**src/rtl/pipe_ctrl_pkg.sv**
```systemverilog
// Shared definitions for the pipeline control unit and the pipeline registers.
package pipe_ctrl_pkg;

  typedef enum logic [1:0] {
    PC_RUN      = 2'd0,
    PC_LU_STALL = 2'd1,
    PC_FLUSH    = 2'd2,
    PC_ILLEGAL  = 2'd3
  } pc_state_e;

  localparam int STG_IF  = 0;
  localparam int STG_ID  = 1;
  localparam int STG_EX  = 2;
  localparam int STG_MEM = 3;
  localparam int STG_WB  = 4;

  localparam logic [31:0] NOP_WORD  = 32'h0000_0000;
  localparam logic [31:0] ZERO_WORD = 32'h0000_0000;

endpackage

```
**src/rtl/pipe_ctrl_sat_counter.sv**
```systemverilog
// Saturating event counter used for the pipeline performance counters.
module sat_counter #(
  parameter int W = 32
) (
  input  logic         clk,
  input  logic         rst,
  input  logic         inc,
  input  logic         clr,
  output logic [W-1:0] cnt
);

  logic [W-1:0] cnt_q;
  logic [W-1:0] cnt_d;

  function automatic logic [W-1:0] sat_inc(input logic [W-1:0] v);
    if (&v) begin
      return v;
    end
    return v + W'(1);
  endfunction

  always_comb begin
    cnt_d = cnt_q;
    if (clr) begin
      cnt_d = '0;
    end else if (inc) begin
      cnt_d = sat_inc(cnt_q);
    end
  end

  always_ff @(posedge clk or negedge rst) begin
    if (!rst) begin
      cnt_q <= '0;
    end else begin
      cnt_q <= cnt_d;
    end
  end

  assign cnt = cnt_q;

endmodule

```
**src/rtl/pipe_ctrl.sv**
```systemverilog
// Pipeline control: stall/bubble arbitration, load-use interlock, flush sequencing.
module pipe_ctrl
  import pipe_ctrl_pkg::*;
#(
  parameter int STAGES       = 5,
  parameter int REG_AW       = 5,
  parameter int LOAD_LAT     = 1,
  parameter int FLUSH_CYCLES = 1,
  parameter int CNT_W        = 32
) (
  input  logic              clk,
  input  logic              rst,
  input  logic [STAGES-1:0] stallreq,
  input  logic              id_re1,
  input  logic              id_re2,
  input  logic [REG_AW-1:0] id_raddr1,
  input  logic [REG_AW-1:0] id_raddr2,
  input  logic              ex_is_load,
  input  logic              ex_wreg,
  input  logic [REG_AW-1:0] ex_wd,
  input  logic              flush_req,
  input  logic [31:0]       flush_pc,
  output logic [STAGES:0]   stall,
  output logic [STAGES-1:0] bubble,
  output logic              flush,
  output logic [31:0]       new_pc,
  output logic [1:0]        state,
  output logic [CNT_W-1:0]  stall_cycles,
  output logic [CNT_W-1:0]  flush_count
);

  localparam int LU_CW = (LOAD_LAT > 1) ? $clog2(LOAD_LAT) : 1;
  localparam int FL_CW = $clog2(FLUSH_CYCLES + 1);

  pc_state_e         state_q, state_d;
  logic [LU_CW-1:0]  lu_cnt_q, lu_cnt_d;
  logic [FL_CW-1:0]  fl_cnt_q, fl_cnt_d;
  logic [31:0]       new_pc_q, new_pc_d;

  logic              lu;
  logic [STAGES-1:0] req;
  int                k;
  logic [STAGES:0]   stall_c;
  logic [STAGES-1:0] bubble_c;
  logic              flush_c;

  // Index of the highest requesting stage, -1 when nobody asks.
  function automatic int top_req(input logic [STAGES-1:0] r);
    int idx;
    idx = -1;
    for (int i = 0; i < STAGES; i++) begin
      if (r[i]) begin
        idx = i;
      end
    end
    return idx;
  endfunction

  assign lu = ex_is_load & ex_wreg & (ex_wd != '0) &
              ((id_re1 & (id_raddr1 == ex_wd)) | (id_re2 & (id_raddr2 == ex_wd)));

  // Merge the interlock into the per-stage requests as a request from ID.
  always_comb begin
    req = stallreq;
    if (lu || (state_q == PC_LU_STALL)) begin
      req[STG_ID] = 1'b1;
    end
  end

  // State register.
  always_ff @(posedge clk or negedge rst) begin
    if (!rst) begin
      state_q  <= PC_RUN;
      lu_cnt_q <= '0;
      fl_cnt_q <= '0;
      new_pc_q <= ZERO_WORD;
    end else begin
      state_q  <= state_d;
      lu_cnt_q <= lu_cnt_d;
      fl_cnt_q <= fl_cnt_d;
      new_pc_q <= new_pc_d;
    end
  end

  // Next state: a redirect pre-empts everything, including an ongoing flush.
  always_comb begin
    state_d  = state_q;
    lu_cnt_d = lu_cnt_q;
    fl_cnt_d = fl_cnt_q;
    new_pc_d = new_pc_q;
    if (flush_req) begin
      state_d  = PC_FLUSH;
      fl_cnt_d = FL_CW'(FLUSH_CYCLES);
      new_pc_d = flush_pc;
    end else begin
      case (state_q)
        PC_RUN: begin
          if (lu && (LOAD_LAT > 1)) begin
            state_d  = PC_LU_STALL;
            lu_cnt_d = LU_CW'(LOAD_LAT - 1);
          end
        end
        PC_LU_STALL: begin
          lu_cnt_d = lu_cnt_q - LU_CW'(1);
          if (lu_cnt_q == LU_CW'(1)) begin
            state_d = PC_RUN;
          end
        end
        PC_FLUSH: begin
          fl_cnt_d = fl_cnt_q - FL_CW'(1);
          if (fl_cnt_q == FL_CW'(1)) begin
            state_d = PC_RUN;
          end
        end
        default: begin
          state_d = PC_RUN;
        end
      endcase
    end
  end

  // Outputs: stall everything up to the top requester, bubble the register behind it.
  always_comb begin
    stall_c  = '0;
    bubble_c = '0;
    flush_c  = 1'b0;
    k        = top_req(req);
    if (rst) begin
      case (state_q)
        PC_RUN, PC_LU_STALL: begin
          if (k >= 0) begin
            for (int i = 0; i <= STAGES; i++) begin
              stall_c[i] = (i <= k);
            end
            for (int i = 0; i < STAGES - 1; i++) begin
              bubble_c[i] = (i == k);
            end
          end
        end
        PC_FLUSH: begin
          flush_c  = 1'b1;
          bubble_c = '1;
        end
        default: begin
        end
      endcase
    end
  end

  assign stall  = stall_c;
  assign bubble = bubble_c;
  assign flush  = flush_c;
  assign new_pc = new_pc_q;
  assign state  = state_q;

  sat_counter #(.W(CNT_W)) u_stall_cnt (
    .clk (clk),
    .rst (rst),
    .inc (stall_c[0]),
    .clr (1'b0),
    .cnt (stall_cycles)
  );

  sat_counter #(.W(CNT_W)) u_flush_cnt (
    .clk (clk),
    .rst (rst),
    .inc (flush_req),
    .clr (1'b0),
    .cnt (flush_count)
  );

endmodule

```
**config.mk**
```make
export PLATFORM = sky130hd
export DESIGN_NAME = pipe_ctrl
export DESIGN_NICKNAME = d
export VERILOG_FILES = /design/src/rtl/pipe_ctrl_pkg.sv /design/src/rtl/pipe_ctrl_sat_counter.sv /design/src/rtl/pipe_ctrl.sv
export SDC_FILE = /design/constraint.sdc
export NUM_CORES = 1
export LEC_CHECK = 0
export CORE_ASPECT_RATIO = 1.5
export CORE_MARGIN = 2
export CORE_UTILIZATION = 49
export DETAILED_ROUTE_END_ITERATION = 12
export PLACE_DENSITY = 0.95
export SLEW_MARGIN = 0
export SYNTH_ARGS = -nofsm -noshare
export SYNTH_HDL_FRONTEND = slang
export SYNTH_SLANG_ARGS = --single-unit
```
**constraint.sdc**
```tcl
create_clock -name clk -period 6.8 [get_ports clk]
set_clock_uncertainty 0.1 [all_clocks]
set_input_delay 1.02 -clock clk [delete_from_list [all_inputs] [get_ports clk]]
set_output_delay 1.02 -clock clk [all_outputs]
set_load 0.01 [all_outputs]
```
==> flow_summary.ini <==
[drt]
detail_route.vias_per_cell = 5.52
vias = 3864
drtPass1Iterations = 4
drcViolationCount = 0
first_iter_violations = 184
postRouteWirelength_microns = 11600
antenna_violating_nets_post_route = 0
routed_wire_length_per_instance_microns = 16.5

[synth]
synth.distinct_cells = 51
syn_avg_cell_area_sq_um = 11.2
netlist.top_cell.by_area = dfrtp_1
yosys_register_bits = 98
post_synth_edffs = 0
synth-seq-area-share_pct = 52.3
syn-cell-area_sq_um = 4690
ys_dominant_reg_cell = dfrtp_1
async_flop_share_pct = 100
yosysWarningCount = 0
synth_top_cell_area_share_pct = 52.3
synth_top_cells_by_area = dfrtp_1 52%, mux2_2 8.4%, xnor2_1 8.0%
netlist_instances = 419

[sta]
worst_hold_slack_ns = 0.387
postLayoutSetupSlackWorst_ns = 1.96
post-route-min-period_ns = 4.84
timing_max_transition_violations_final = 0
count_of_endpoints_failing_setup_in_the_final_report = 0
report.final.hold_viol_count = 0
period_share_pct = 71.2
max_slew_margin_pct = 34.1
fmax_ghz = 0.206
final_tns_setup_ns = 0
grt_setup_unrepaired = no
timing_worst_slew_pin_value_ns = 0.979

[worst_setup_path]
timing.reg2reg.worst_path_depth = 5
arrival_ns = 3.72
worst_r2r_setup_slack_ns = 3.93
startpoint_type = input pin
critical_path_required_ns = 5.68
setup.worst_path.end_class = primary output
reg2reg_capture_point = u_stall_cnt.cnt[1]
critical_path_class = input pin to primary output
worstPathMaxFanout = 24
timing.rr.start = u_stall_cnt.cnt[6]

[flow_run]
max_cap_violation_count = 0

[outcome]
status = finished clean

[cts]
cts_htree_levels = 3
num_cts_buffers = 9
worstSkewPairLatency_ns = 0.34
cts_setup_buffers = 0
worst_case_clock_buffer_depth = 2
cts_tree = done
ctsHoldBuffers = 0
cts-resized-gates = 0
count_of_clock_tree_sinks = 98
worst_setup_hold_path_clk_slew_ns = 0.07
cts.root.buffer_cell = clkbuf_16

[final_layout]
antennaDiodeCount = 0
area.growth.synth_to_final_pct = 43.8
nNetsFinal = 644
layout.core_utilization_pct = 72.5
drive_gt1_share_pct = 11.9

[die]
die-area_sq_um = 10400
die_width_microns = 83.9
initial_standard_cell_utilization_of_the_core_pct = 50.4
io_pins = 169
fp.dieH_microns = 124
core-area_sq_um = 9310
num_rows = 43

[hold_path]
capture_endpoint_of_the_worst_hold_path = u_flush_cnt.cnt[28]
worst_hold_startpoint = u_flush_cnt.cnt[28]
hold_path_class = register to register
timing.hold.worst_path_depth = 1

[placement]
place.port_buffers = 166
detailedPlacementHpwl_microns = 8650
place_congestion = 0.890
dp_slack_ns = 1.99

[global_routing]
grt_max_degree = 64
first_global_vias = 3854
grt_antenna_before_repair = 0
grt_overflow_total = 0
grt_pass1_wl_microns = 18500
grt_usage_pct = 22.4

[power_and_ir_drop]
worst_ir_drop_vdd_v = 0.000186
p_leak_nw = 2.74
powerDensity_nw_per_um2 = 250
total_power_mw = 1.69
layer usage:
| layer | up-vias | GRT usage (%) | routed length, microns |
|---|---|---|---|
| met2 | 175 | 39.8 | 6130 |
| met1 | 1889 | 26.0 | 4450 |
| li1 | 1777 | - | - |
| met4 | 0 | 8.47 | 230 |
| met5 | - | 0 | 0 |
| met3 | 23 | 5.90 | 774 |
worst max-delay path by stage:
stage          slack (ns)  depth (start not counted)        to      from
4_1_cts              1.98                          7  stall[0]  ex_wd[0]
6_report             1.96                          7  stall[0]  ex_wd[0]
3_3_place_gp         2.07                          7  stall[0]  ex_wd[0]
2_1_floorplan        3.47                          6  stall[0]  ex_wd[0]
5_1_grt              1.81                          7  stall[0]  ex_wd[0]
3_5_place_dp         1.99                          7  stall[0]  ex_wd[0]
registers in the layout, summed over array words and instances (netlist names):
register         flops
state                1
fl_cnt_q             1
u_flush_cnt.cnt     32
new_pc              32
u_stall_cnt.cnt     32
layout make-up:
| class | instances | area, sq um |
|---|---|---|
| well taps | 112 | 140 |
| clock buffers | 10 | 239 |
| flip-flops and latches | 98 | 2450 |
| fillers | 645 | 2560 |
| multi-input cells | 295 | 2110 |
| inverters | 11 | 41.3 |
| clock inverters | 6 | 90.1 |
| repair buffers | 168 | 1670 |
through the flow:
stage	instance area, sq um	cells
floorplan	4700	420
global placement	6420	684
detailed placement	6420	684
CTS	6750	700
global route	6750	700
finish	6750	700
report_power, final:
part,switching (mW),internal (mW)
Sequential,0.0826,0.657
Combinational,0.168,0.234
Clock,0.214,0.332
Total,0.465,1.22
cell families after synthesis:
logic type	after synthesis	share of synthesized area [%]
mux	35	8.40
xor+xnor	71	13.4
flops	98	52.3
other cells	1	0.0799
compound gates	13	1.89
buf+inv	27	2.80
simple gates	172	20.6
fa+ha+maj	2	0.533
placed cells by master, fill, tap and decap left out, drive strengths merged:
cell type and count:
a21o 1, a21oi 4, a31oi 1, and2 6, and3 6, and4 5, buf 3, bufinv 2
clkbuf 10, clkdlybuf4s50 165, clkinvlp 4, conb 2, dfrtp 98, ha 2, inv 11, mux2 35
nand2 35, nand2b 5, nand3 19, nand3b 1, nand4 20, nand4b 2, nor2 22, nor2b 4
nor3 18, nor3b 2, nor4 6, nor4b 1, o211ai 1, o21ai 1, o21ba 1, o21bai 1
o221ai 1, o22ai 1, o311a 1, or2 2, or3 9, or4 9, xnor2 43, xor2 28
critical path: stages:
cell,delay [ns]
clkdlybuf4s50_1,0.47
or3_1,0.40
o311a_1,0.32
o21ba_2,0.21
nand2_1,0.53
inv_2,0.21
clkdlybuf4s50_1,0.56
cell usage after synthesis (8+ instances only):
cell type,instances
nor3_1,18
xnor2_1,43
inv_1,10
xor2_1,27
mux2_2,35
nand4_1,19
nand2_1,35
nor2_1,18
dfrtp_1,98
nand3_1,18
or4_1,8
(Power assumes the default switching activity.)
